**config.mk**
```make
export PLATFORM = sky130hd
export DESIGN_NAME = serializer_10b
export DESIGN_NICKNAME = d
export VERILOG_FILES = /design/src/rtl/serdes_pkg.sv /design/src/rtl/disparity_tracker.sv /design/src/rtl/serializer_10b.sv
export SDC_FILE = /design/constraint.sdc
export NUM_CORES = 1
export LEC_CHECK = 0
export BUFFER_PORTS_ARGS = -buffer_cell sky130_fd_sc_hd__buf_2
export CAP_MARGIN = 20
export CORE_MARGIN = 8
export CORE_UTILIZATION = 32
export DETAILED_ROUTE_END_ITERATION = 12
export PLACE_DENSITY = 0.52
export SLEW_MARGIN = 25
export SYNTH_ARGS = -nofsm -noshare
export SYNTH_HDL_FRONTEND = slang
export SYNTH_SLANG_ARGS = --single-unit
```
**constraint.sdc**
```tcl
create_clock -name clk -period 6.3 [get_ports clk]
set_input_delay 0.315 -clock clk [delete_from_list [all_inputs] [get_ports clk]]
set_output_delay 0.315 -clock clk [all_outputs]
set_load 0.02 [all_outputs]
```
**src/rtl/serdes_pkg.sv**
```systemverilog
// Shared constants and helpers for the 10b serial link blocks.
package serdes_pkg;

  localparam int SYM_W = 10;
  localparam logic [SYM_W-1:0] K28_5_RDN = 10'h17C;
  localparam logic [SYM_W-1:0] K28_5_RDP = 10'h283;

  typedef enum logic {SYNC, RUN} state_t;

  function automatic logic [3:0] popcount10(input logic [SYM_W-1:0] w);
    logic [3:0] n;
    n = '0;
    for (int i = 0; i < SYM_W; i++) n = n + {3'b000, w[i]};
    return n;
  endfunction

endpackage

```
**src/rtl/disparity_tracker.sv**
```systemverilog
// Running-disparity register and illegal-weight flag for 10b symbols.
module disparity_tracker
  import serdes_pkg::*;
(
  input  logic             clk,
  input  logic             rst,
  input  logic             load,
  input  logic             is_data,
  input  logic [SYM_W-1:0] word,
  output logic             rd,
  output logic             disp_err
);

  logic [3:0] ones;

  assign ones = popcount10(word);

  // balanced words leave RD alone; commas are never balanced, so they always flip it
  always_ff @(posedge clk) begin
    if (rst) begin
      rd       <= 1'b0;
      disp_err <= 1'b0;
    end else begin
      disp_err <= load && is_data && ((ones < 4'd4) || (ones > 4'd6));
      if (load) begin
        if (ones > 4'd5)      rd <= 1'b1;
        else if (ones < 4'd5) rd <= 1'b0;
      end
    end
  end

endmodule

```
**src/rtl/serializer_10b.sv**
```systemverilog
// 10b symbol serializer: LSB-first shift-out, post-reset comma sync, comma idle fill.
//   state | meaning
//   SYNC  | sending SYNC_WORDS alignment commas, no data accepted
//   RUN   | sending held symbol, or an idle comma when none is held
module serializer_10b
  import serdes_pkg::*;
#(
  parameter int SYNC_WORDS = 4
) (
  input  logic             clk,
  input  logic             rst,
  input  logic [SYM_W-1:0] data_10b_in,
  input  logic             data_valid,
  output logic             data_ready,
  output logic             ser_out,
  output logic             word_start,
  output logic             idle_out,
  output logic             rd_out,
  output logic             disp_err
);

  localparam logic [7:0] SYNC_LAST = 8'(SYNC_WORDS - 1);

  state_t           state, state_next;
  logic [SYM_W-1:0] sr;
  logic [3:0]       bit_cnt;
  logic             hold_valid;
  logic [SYM_W-1:0] hold_data;
  logic [7:0]       sync_cnt;

  logic             load, accept;
  logic [SYM_W-1:0] next_word;
  logic             next_idle, next_is_data;

  assign load       = (bit_cnt == 4'd9);
  assign data_ready = (state == RUN) && !hold_valid;
  assign accept     = data_valid && data_ready;
  assign ser_out    = sr[0];

  always_ff @(posedge clk) begin
    if (rst) state <= SYNC;
    else     state <= state_next;
  end

  always_comb begin
    state_next   = state;
    next_word    = rd_out ? K28_5_RDP : K28_5_RDN;
    next_idle    = 1'b0;
    next_is_data = 1'b0;
    case (state)
      SYNC: if (load && (sync_cnt == SYNC_LAST)) state_next = RUN;
      RUN: begin
        if (hold_valid) begin
          next_word    = hold_data;
          next_is_data = 1'b1;
        end else begin
          next_idle = 1'b1;
        end
      end
      default: state_next = SYNC;
    endcase
  end

  // accept needs an empty hold and a data load needs a full one, so they never collide
  always_ff @(posedge clk) begin
    if (rst) begin
      sr         <= '0;
      bit_cnt    <= 4'd9;
      hold_valid <= 1'b0;
      hold_data  <= '0;
      sync_cnt   <= '0;
      word_start <= 1'b0;
      idle_out   <= 1'b0;
    end else begin
      if (load) begin
        sr         <= next_word;
        bit_cnt    <= 4'd0;
        word_start <= 1'b1;
        idle_out   <= next_idle;
        if (state == SYNC) sync_cnt <= sync_cnt + 8'd1;
        if (next_is_data)  hold_valid <= 1'b0;
      end else begin
        sr         <= {1'b0, sr[SYM_W-1:1]};
        bit_cnt    <= bit_cnt + 4'd1;
        word_start <= 1'b0;
      end
      if (accept) begin
        hold_valid <= 1'b1;
        hold_data  <= data_10b_in;
      end
    end
  end

  disparity_tracker u_disp (
    .clk      (clk),
    .rst      (rst),
    .load     (load),
    .is_data  (next_is_data),
    .word     (next_word),
    .rd       (rd_out),
    .disp_err (disp_err)
  );

endmodule

```
==> impl_metrics.ini <==
[outcome]
outcome = complete, no violations

[floorplanning]
rows = 27
io_pins = 19
die_area_um2 = 8472
initial_core_util_pct = 33.40
fp.dieW_um = 92.05
core_area_um2 = 5540
die_h_um = 92.05

[grt]
grt_pass1_vias = 1364
antenna_found_initial = 0
grt_pass1_wl_um = 6458
grt_usage_pct = 9.378
grt_max_degree = 39
grt_overflow = 0

[cells_and_area]
n_antenna_cell = 0
mostFrequentLayoutCell = nand2_1
nets = 250
layout_common_cells = 39 x nand2_1, 38 x dfxtp_1, 19 x a21oi_1
layout-drive-gt1-share_pct = 15.18
final_util_pct = 37.22
nFillCells = 608
syn2layout_area_growth_pct = 11.43

[clocking]
clk_pin_slew_worst_paths_ps = 70
clock_sinks = 38
tritoncts = yes
root_buffer = clkbuf_8
cts_made_buffers = 5
cts_max_level = 2
clk_latency_ps = 290
cts_resized = 0
cts_hold_buf = 0
clock_path_buffers = 2
cts_setup_buffers = 0

[setup_path]
worstPathCellList = nand2_2 > nand2_1 > nand2_1 > ha_1 > inv_1 > fa_1 > fa_1 > fa_1 > fa_1 > fa_1 > a21bo_2 > a31oi_1 > a2111oi_0 > nor4_1
cp-end-kind = flop
start_kind = flop
crit_arrival_ps = 5150
max_stage_delay_ps = 600
crit_top_cell = fa_1
cp.required_ps = 6440
crit_slowest_cell = dfxtp_1
critPathKind = reg -> reg
crit_fanout = 16

[logic_synthesis]
synth_area_um2 = 1851
yosys_warnings = 0
synth_cell_types = 40
syn_inst = 209
seq_area_frac_synth_pct = 41.11
synthesis.nets = 236
synth_seq_cells = 38
syn_area_per_cell_um2 = 8.854

[detailed_routing]
dr_wl_met3_um = 115
wl_per_cell_um = 12.66
drc_errors = 0
vias = 1429
antenna_left = 0
highest_layer = met4
wl_met2_um = 1526
wl_met1_um = 2027
first_iter_violations = 62
drtPass1Iterations = 4
viasPerCell = 4.828
routed_wl_um = 3746

[timing]
maxSlewHeadroom_pct = 53.00
final_hold_viol_count = 0
final.period_utilization_pct = 79.51
skew_ps = 6.004
post-route-min-period_ps = 5009
finalSetupViolCount = 0
worst_pin_slew_ps = 705.0
max_freq_ghz = 0.1996
grt_setup_unrepaired = no
finalSetupTns_ps = 0
slew_violations = 0

[power_and_ir_drop]
vdd_ir_drop_max_uv = 223.0
powerDensity_nw_per_um2 = 464.3
p_leak_nw = 0.7861

[place]
io_buffers = 18
gp_congestion = 0.7547
dp_hpwl_um = 2731

[hold_path]
min_path_type = in -> reg

[flow_run]
drv_cap = 0
worst paths after layout:
check	start	endpoint	slack (ps)	depth (start not counted)
worst max-delay path	state	u_disp.rd	1290	14
worst min-delay path	data_10b_in[8]	hold_data[8]	260	3
worst max register to register	state	u_disp.rd	1290	14
worst min register to register	sr[6]	sr[5]	440	2
per-stage QoR:
stage | power (mW) | setup slack [ps] | cell area, um^2 | hold slack (ps) | std cells
2_1_floorplan | 0.7136 | 1962 | 1851 | 421.8 | 209
3_3_place_gp | 0.7900 | 1495 | 1971 | 427.7 | 288
3_5_place_dp | 0.8036 | 1296 | 1971 | 429.9 | 288
4_1_cts | 0.9748 | 1283 | 2062 | 243.5 | 296
5_1_grt | 1.065 | 871.8 | 2062 | 245.5 | 296
6_report | 0.9574 | 1291 | 2062 | 255.9 | 296
critical path: cells and delay by family, from the launching register on:
| kind | cells | cell delay [ps] |
|---|---|---|
| adder cells (fa/ha/maj) | 6 | 2700 |
| buffers and inverters | 1 | 50 |
| flip-flops | 1 | 600 |
| AND/OR/NAND/NOR | 4 | 860 |
| AO/OA/AOI/OAI | 3 | 660 |
synthesized netlist by cell type:
| master | instances | area (um^2) |
|---|---|---|
| a311oi_1 | 2 | 17.52 |
| and2_1 | 2 | 12.51 |
| o211ai_1 | 6 | 45.04 |
| and3_1 | 1 | 6.260 |
| nand2b_1 | 1 | 6.260 |
| nor4_2 | 2 | 25.02 |
| nor3b_1 | 1 | 7.510 |
| ha_1 | 8 | 100.1 |
| o21ai_0 | 7 | 35.03 |
| nand3_1 | 3 | 15.01 |
| nor4b_1 | 1 | 8.760 |
| a21oi_1 | 19 | 95.09 |
| nor2b_1 | 2 | 12.51 |
| a21bo_2 | 1 | 10.01 |
| nor2b_2 | 1 | 8.760 |
| a31oi_1 | 4 | 25.02 |
| buf_1 | 1 | 3.750 |
| buf_4 | 2 | 15.01 |
| nand3b_4 | 1 | 20.02 |
| a31oi_2 | 1 | 12.51 |
| a211oi_2 | 1 | 12.51 |
| fa_1 | 6 | 120.1 |
| buf_2 | 3 | 15.01 |
| clkbuf_1 | 4 | 15.01 |
| a211o_1 | 1 | 8.760 |
| and3b_1 | 1 | 8.760 |
| nand2_2 | 1 | 6.260 |
| nand4_1 | 3 | 18.77 |
| nor4_1 | 2 | 12.51 |
| xnor2_1 | 6 | 52.55 |
| nor3_1 | 7 | 35.03 |
| nand2_1 | 39 | 146.4 |
| buf_6 | 1 | 11.26 |
| xor2_1 | 3 | 26.28 |
| nor2_1 | 16 | 60.06 |
| o21bai_1 | 1 | 7.510 |
| inv_1 | 8 | 30.03 |
| and4bb_2 | 1 | 12.51 |
| dfxtp_1 | 38 | 760.7 |
| a2111oi_0 | 1 | 8.760 |
state kept, by name, summed over array words and instances, names as in the netlist:
name and count:
u_disp.disp_err 1, sync_cnt 8, idle_out 1, word_start 1, hold_data 10, state 1
u_disp.rd 1, hold_valid 1, bit_cnt 4, sr 10
routing by layer:
metal  GRT usage, %  vias to the layer above
met1          12.94                      657
met2          13.05                       26
met5              0                        -
met3          2.363                        7
met4          4.832                        0
li1               -                      739
kinds of logic (layout without fill, tap and decap cells):
logic type,count (synthesis),after routing,synth area share (%)
AND/OR/NAND/NOR,85,85,22.85
AO/OA/AOI/OAI,44,44,15.01
flip-flops,38,38,41.11
buffers and inverters,19,34,4.867
adder cells (fa/ha/maj),14,14,11.90
XOR/XNOR,9,9,4.260
layout make-up:
| type | instances | area [um^2] | area share (%) |
|---|---|---|---|
| clock inverters | 1 | 5.005 | 0.2427 |
| inverters | 8 | 30.03 | 1.456 |
| flip-flops and latches | 38 | 760.7 | 36.89 |
| well taps | 72 | 90.09 | 4.369 |
| clock buffers | 7 | 86.33 | 4.187 |
| repair buffers | 18 | 90.09 | 4.369 |
| multi-input cells | 152 | 999.7 | 48.48 |
where the power goes:
group | leakage, nW | switching, mW | internal (mW) | total [mW]
Sequential | 0.310 | 0.0179 | 0.270 | 0.287
Combinational | 0.428 | 0.278 | 0.222 | 0.501
Clock | 0.0482 | 0.0813 | 0.0882 | 0.169
No activity file was read; power rests on OpenSTA's default activity.
